**src/rtl/pump_fill_ctrl.sv**
```systemverilog
// Tank-fill sequencer: synchronised pins, FILL/HOLD/FAULT FSM, phase timer, saturating fill counter.
// Optional AUTO_REFILL_EN: IDLE enters FILL on a low tank without a start edge.
module pump_fill_ctrl #(
  parameter int CNT_W        = 16,
  parameter int FILL_TIMEOUT = 1000,
  parameter int MIN_OFF      = 50
) (
  input  logic       clk,
  input  logic       rst,
  input  logic       start,
  input  logic       stop,
  input  logic       lvl_high,
  input  logic       lvl_low,
  output logic       motor,
  output logic       full_flag,
  output logic       low_flag,
  output logic       alarm,
  output logic [1:0] state,
  output logic [7:0] fill_count
);

  typedef enum logic [1:0] {
    IDLE  = 2'd0,
    FILL  = 2'd1,
    HOLD  = 2'd2,
    FAULT = 2'd3
  } state_t;

  localparam logic [CNT_W-1:0] TO_LAST  = CNT_W'(FILL_TIMEOUT - 1);
  localparam logic [CNT_W-1:0] OFF_LAST = CNT_W'(MIN_OFF - 1);

  // Two-flop synchronisers; bit order {start, stop, lvl_high, lvl_low}
  logic [3:0] meta_q, sync_q;
  logic       start_s_d_q;
  logic       start_s, stop_s, lvl_high_s, lvl_low_s;

  always_ff @(posedge clk or posedge rst) begin
    if (rst) begin
      meta_q      <= '0;
      sync_q      <= '0;
      start_s_d_q <= 1'b0;
    end else begin
      meta_q      <= {start, stop, lvl_high, lvl_low};
      sync_q      <= meta_q;
      start_s_d_q <= sync_q[3];
    end
  end

  assign start_s    = sync_q[3];
  assign stop_s     = sync_q[2];
  assign lvl_high_s = sync_q[1];
  assign lvl_low_s  = sync_q[0];

  logic start_rise, sfault;
  assign start_rise = start_s & ~start_s_d_q;
  assign sfault     = lvl_high_s & ~lvl_low_s;

  state_t           state_q, state_d;
  logic [CNT_W-1:0] timer_q, timer_d;
  logic [7:0]       cnt_q, cnt_d;
  logic             motor_q, motor_d;
  logic             alarm_q, alarm_d;
  logic             full_q, low_q;

  always_comb begin
    state_d = state_q;
    cnt_d   = cnt_q;
    unique case (state_q)
      IDLE: begin
        if (sfault)
          state_d = FAULT;
        else if (start_rise && !lvl_high_s)
          state_d = FILL;
`ifdef AUTO_REFILL_EN
        else if (!lvl_low_s)
          state_d = FILL;
`endif
      end
      FILL: begin
        if (sfault)
          state_d = FAULT;
        else if (stop_s)
          state_d = HOLD;
        else if (lvl_high_s) begin
          state_d = HOLD;
          if (cnt_q != 8'hFF) cnt_d = cnt_q + 8'd1;
        end else if (timer_q == TO_LAST)
          state_d = FAULT;
      end
      HOLD: begin
        if (sfault)
          state_d = FAULT;
        else if (timer_q == OFF_LAST)
          state_d = IDLE;
      end
      FAULT: begin
        if (stop_s && !sfault)
          state_d = IDLE;
      end
      default: state_d = IDLE;
    endcase

    // Timer restarts on every state entry and never wraps
    timer_d = timer_q;
    if (state_d != state_q)
      timer_d = '0;
    else if ((state_q == FILL || state_q == HOLD) && timer_q != '1)
      timer_d = timer_q + 1'b1;

    motor_d = (state_d == FILL);
    alarm_d = (state_d == FAULT);
  end

  always_ff @(posedge clk or posedge rst) begin
    if (rst) begin
      state_q <= IDLE;
      timer_q <= '0;
      cnt_q   <= '0;
      motor_q <= 1'b0;
      alarm_q <= 1'b0;
      full_q  <= 1'b0;
      low_q   <= 1'b0;
    end else begin
      state_q <= state_d;
      timer_q <= timer_d;
      cnt_q   <= cnt_d;
      motor_q <= motor_d;
      alarm_q <= alarm_d;
      full_q  <= lvl_high_s;
      low_q   <= ~lvl_low_s;
    end
  end

  assign motor      = motor_q;
  assign alarm      = alarm_q;
  assign full_flag  = full_q;
  assign low_flag   = low_q;
  assign state      = state_q;
  assign fill_count = cnt_q;

endmodule

```
**config.mk**
```make
export PLATFORM = sky130hd
export DESIGN_NAME = pump_fill_ctrl
export DESIGN_NICKNAME = d
export VERILOG_FILES = /design/src/rtl/pump_fill_ctrl.sv
export SDC_FILE = /design/constraint.sdc
export NUM_CORES = 1
export LEC_CHECK = 0
export CORE_MARGIN = 5
export CORE_UTILIZATION = 51
export CTS_BUF_LIST = sky130_fd_sc_hd__clkbuf_16
export CTS_CLUSTER_SIZE = 20
export DETAILED_ROUTE_END_ITERATION = 8
export PLACE_DENSITY = 0.8
export SLEW_MARGIN = 20
export SYNTH_ARGS = -nofsm -noshare
export SYNTH_HDL_FRONTEND = slang
export SYNTH_SLANG_ARGS = --single-unit
```
**constraint.sdc**
```tcl
create_clock -name clk -period 2.5 [get_ports clk]
set_input_delay 0.625 -clock clk [delete_from_list [all_inputs] [get_ports clk]]
set_output_delay 0.625 -clock clk [all_outputs]
set_load 0.02 [all_outputs]
```
Word-level counts from Yosys, hierarchy flattened:

Cells that the tools add are included.
W data, S select, Z words.

* bits in registers: 39
* input bits: 6
* output and inout bits: 14
* word-level logic and storage cells: 49

* add/subtract/negate cells: 2
* eq/ne operators: 10
* multiplexer cells: 12
* bitwise gates (word level): 6
* reduce and logical (&&, ||, !) cells: 9

Operators by type and width (number)
* $mux W16: 2
* $mux W2: 9
* $add A16 B1 Y16 const B: 1
* $eq A16 B10 Y1 const B: 1
* $eq A16 B6 Y1 const B: 1
* $ne A16 B16 Y1 const B: 1
* $add A8 B1 Y8 const B: 1
* $ne A8 B8 Y1 const B: 1
* $pmux W2 S4: 1
* $eq A2 B2 Y1 const B: 3
* $reduce_and A5 Y1: 1
* $eq A2 B1 Y1 const B: 2
* $not A1 Y1: 4
* $logic_and A1 B1 Y1: 3
* $and A1 B1 Y1: 2
* $logic_not A1 Y1: 2
* $logic_not A2 Y1: 1
* $ne A2 B2 Y1: 1
* $reduce_bool A2 Y1: 1
* $logic_or A1 B1 Y1: 1

Longest topological paths before layout:

* word-level depth: 8
* depth in mapped cells: 8
* depth with buffers taken out: 7

Worst setup path after synthesis:

OpenSTA, ideal clock, no wires.

* kind: reg-to-reg
* start point: reg state_q[1] (netlist: state[1])
* end point: reg timer_q[10]
* library setup time: 0.139 ns
* data arrival time: 2.271 ns
* data required time: 2.361 ns
* slack: 0.090 ns
* cell stages (with the launch flop): 9
* path buffers: 1
* period minus slack after synthesis: 2.410 ns
* cells stage by stage: dfrtp_1 -> inv_1 -> ha_1 -> a211o_1 -> o211a_1 -> or4b_1 -> o211ai_2 -> buf_6 -> nor3_1

* longest elaborated chain between the ends: 7
* elaborated cells between the ends (all ways): 19
* those cells by class: eq/ne (4); mux (11); reduce/logical (4)

RTL lines
* from (decl): line 58 `state_t state_q, state_d;`
* from (signal assigned): line 124 `state_q <= state_d;`
* $mux W2: line 87 `end else if (timer_q == TO_LAST)`
* $mux W2: line 84 `else if (lvl_high_s) begin`
* $mux W2: line 82 `else if (stop_s)`
* $mux W2: line 80 `if (sfault)`
* $pmux W2 S4: line 68 `unique case (state_q)`
* $ne A2 B2 Y1: line 105 `if (state_d != state_q)`
* $mux W16 or $reduce_bool A2 Y1 (tied branches)
* to (signal assigned): line 125 `timer_q <= timer_d;`
* to (decl): line 59 `logic [CNT_W-1:0] timer_q, timer_d;`

Several ways; a longest one is shown, not always the timed one.
A chain may end at the register's enable or synchronous reset.

Worst setup path after layout:

* start point: reg timer_q[10]
* end point: reg timer_q[1]

* longest elaborated chain between the ends: 8
* elaborated cells between the ends (all ways): 14
* those cells by class: eq/ne (4); mux (8); reduce/logical (2)

RTL lines (line)
* $eq A16 B10 Y1: 87
* $mux W2: 87
* $mux W2: 84
* $mux W2: 82
* $mux W2: 80
* $pmux W2 S4: 68
* $ne A2 B2 Y1: 105
* $mux W16 or $reduce_bool A2 Y1 (tied branches)

Several ways; a longest one is shown, not always the timed one.

==> metrics.md <==
| Metric | Value |
|---|---|
| Syn nets | around 200 |
| Critical path startpoint category | register |
| Post-synthesis cell count | 190 |
| CTS Buffer Depth | 2 |
| Worst-path clk slew | 0.05 ns |
| Final-report setup violation count | 0 |
| Grt ovf | 0 |
| Initial core utilization | 0.5148 |
| Antenna diodes | 0 |
| RePlAce Congestion | 0.9537 |
| TritonCTS sink count | 39 |
| Worst Skew | approximately 0.0044 ns |
| Die area | roughly 5300 um2 |
| Drc violations | 0 |
| First-pass GRT wire length | around 7.4 mm |
| Mapped Area | roughly 2000 um2 |
| Synth cell types | between 40 and 50 |
| Final hold violation count | 0 |
| CTS Buf Count | 5 |
| Slew HR | 0.6395 |
| Pre-CTS setup slack | 0.09215 ns |
| Post-synth EDFFs | 0 |
| Worst-path maximum fanout | 11 |
| R2R Path Start | timer_q[10] |
| Num rows | 23 |
| Worst vdd ir | 0.4690 mV |
| Pin count of the biggest net entering global routing | 40 |
| Number of port buffers | 19 |
| Iteration count of the initial detailed-routing pass | 4 |
| Min setup slack post-route | about 0.12 ns |
| Pwr/cell area | roughly 1000 nW/um2 |
| Synth Register Bits | 39 |
| Setup TNS | 0 ns |
| Yosys warnings | 0 |
| Syn_area_per_cell | between 10 and 15 um2 |
| Post-DP HPWL | just over 3 mm |
| DRT antenna net count | 0 |
| CTS tree | yes |
| Worst R2R End | timer_q[1] |
| Worst min-delay path class | register to register |
| # Post-CTS Setup Buffers | 0 |
| Cell-by-cell trace of the critical path | or4_4 -> o41ai_4 -> or4b_4 -> o211ai_2 -> buf_12 -> nor4b_1 |
| Via density | between 5 and 6 |
| Die Width | between 70 and 80 um |
| Clk_lat worst skew | 0.28 ns |
| R2R Setup Slk | roughly 0.12 ns |
| Fin crit share | 0.9511 |
| HP Start | meta_q[3] |
| Ys flop type | dfrtp_1 |
| CP max-delay cell | or4_4 |
| Hold endpoint | sync_q[3] |
| Clock root buffer master | clkbuf_16 |
| Lkg Pwr | approximately 1.1 nW |
| RSZ-0062 raised after global routing | false |
| Peak Freq | 420.6 MHz |
| Period minus WS final | roughly 2.4 ns |
| DR iter-0 viols | 104 |
| Per-cell routed wire length | 15.23 um |
| Vias in the first global route | ~1600 |
| GRT Total Usage | 0.1784 |
| MaxCap Viol Count | 0 |
| Asr flop ratio synth | 1.000 |
| R2R depth | 6 |
| H-tree depth | 2 |
| Slowest stage delay, CP | 0.57 ns |
| Slew @ Worst Pin | around 0.54 ns |
| Critical path class | register to register |
| Endpoint type of the worst setup path | register |
| Outcome | completed |
| Arrival @ worst endpoint | around 2.5 ns |
| Total wire length | around 4.3 mm |
| Sequential share of the synthesized area | 0.4809 |
| Area Growth Syn to Fin | 27.07% |
| Final slew viol count | 0 |
| Layout cells sized above 1 | 0.1870 |
| CP Data Required Time | ~2.7 ns |
| Fin nets | between 200 and 250 |
| IO Pins | 20 |
| Initial antenna violation count | 0 |
| Via Count | 1647 |
| CORE AREA | 3943 um2 |
| Die Ht | 73.08 um |
| Hold Crit Depth | 0 |
## Yosys cell counts (2+ instances only)
library cell  count  area share
nor4_1            6       0.018
dfrtp_1          39        0.48
nand2_1          10       0.018
ha_1              7       0.043
xnor2_1          11       0.047
or4_1             3       0.011
nand3_1           7       0.017
nand3b_1          2      0.0074
nand4_1           9       0.028
nand2b_1          4       0.012
nor3_2            2      0.0099
o211ai_1          3       0.011
and3_1            4       0.012
o21ai_0           6       0.015
xor2_1            7       0.030
clkbuf_1          2      0.0037
nor3_1           17       0.042
inv_1             8       0.015
and4_1            2      0.0086
nor2_1            7       0.013
a21o_1            3       0.011
nand4b_1          3       0.013
or4_4             2       0.011
or4b_1            2      0.0099
a21oi_1           2      0.0049
## registers in the layout, summed over array words and instances (netlist names), 2 cells and up
register	count
state	2
fill_count	8
meta_q	4
sync_q	4
timer_q	16
## metrics by stage
stage,power [mW],hold slack (ns),util,cells,area (um2)
after detailed placement,1.918,0.3356,0.6103,273,2406
after global placement,1.885,0.3327,0.6103,273,2406
after CTS,2.624,0.3482,0.6515,280,2569
final,2.635,0.3461,0.6541,280,2579
after floorplan,1.516,0.3312,-,190,2029
after global routing,2.786,0.3621,0.6541,280,2579
## worst max-delay path, delay by kind of cell, from the launching register on
kind,cells,cell delay [ns]
AO/OA/AOI/OAI,2,0.59
flip-flops,1,0.37
AND/OR/NAND/NOR,3,1.13
buffers and inverters,1,0.16
## worst max-delay path by stage
| stage | start | endpoint | slack, ns |
|---|---|---|---|
| after floorplan | state[1] | timer_q[10] | 0.09 |
| after global placement | timer_q[15] | timer_q[1] | 0.14 |
| after detailed placement | timer_q[15] | timer_q[1] | 0.09 |
| after CTS | timer_q[15] | timer_q[11] | 0.07 |
| after global routing | timer_q[10] | timer_q[11] | 0.02 |
| final | timer_q[10] | timer_q[1] | 0.12 |
## final cells by class
| cell class | count | area (um2) |
|---|---|---|
| Multi-Input combinational cell | 139 | 1007 |
| Tap cell | 50 | 62.56 |
| Timing Repair Buffer | 37 | 337.8 |
| Clock buffer | 5 | 125.1 |
| Inverter | 8 | 30.03 |
| Sequential cell | 39 | 978.4 |
| Fill cell | 311 | 1364 |
| Clock inverter | 2 | 37.54 |
## layout by cell type, fill, tap and decap left out, types with 4 or more instances in the layout
cell type | synthesis | layout
nor4_1 | 6 | 6
xnor2_1 | 11 | 11
nand2_1 | 10 | 10
clkdlybuf4s50_1 | 0 | 19
ha_1 | 7 | 7
dfrtp_1 | 39 | 37
nand4_1 | 9 | 9
nand3_1 | 7 | 7
inv_1 | 8 | 8
buf_4 | 0 | 17
and3_1 | 4 | 4
clkbuf_16 | 0 | 5
o21ai_0 | 6 | 6
nand2b_1 | 4 | 4
xor2_1 | 7 | 7
nor3_1 | 17 | 17
nor2_1 | 7 | 7
## logic make-up after synthesis
group	share of synthesized area
flops	0.4809
xor+xnor	0.07768
compound gates	0.1116
simple gates	0.2546
mux	0.005548
fa+ha+maj	0.04315
buf+inv	0.02651
## routing by layer
metal | vias to the layer above | track usage | wire length [um]
met2 | 42 | 0.2910 | 2032
met4 | 0 | 0.07787 | 79
met3 | 10 | 0.03994 | 197
met5 | - | 0 | 0
met1 | 808 | 0.2256 | 1956
li1 | 787 | - | -
## repair_timing
action                     in CTS  in global routing
hold buffers                    0                  0
gates resized for setup         0                  4
setup endpoints to repair       0                 11
## power by group
part / internal, mW / switching, mW / total (mW)
registers: 0.709 / 0.0838 / 0.793
logic: 0.523 / 0.616 / 1.14
clock network: 0.464 / 0.239 / 0.704
Note: power is estimated with default switching activity, not from simulation.
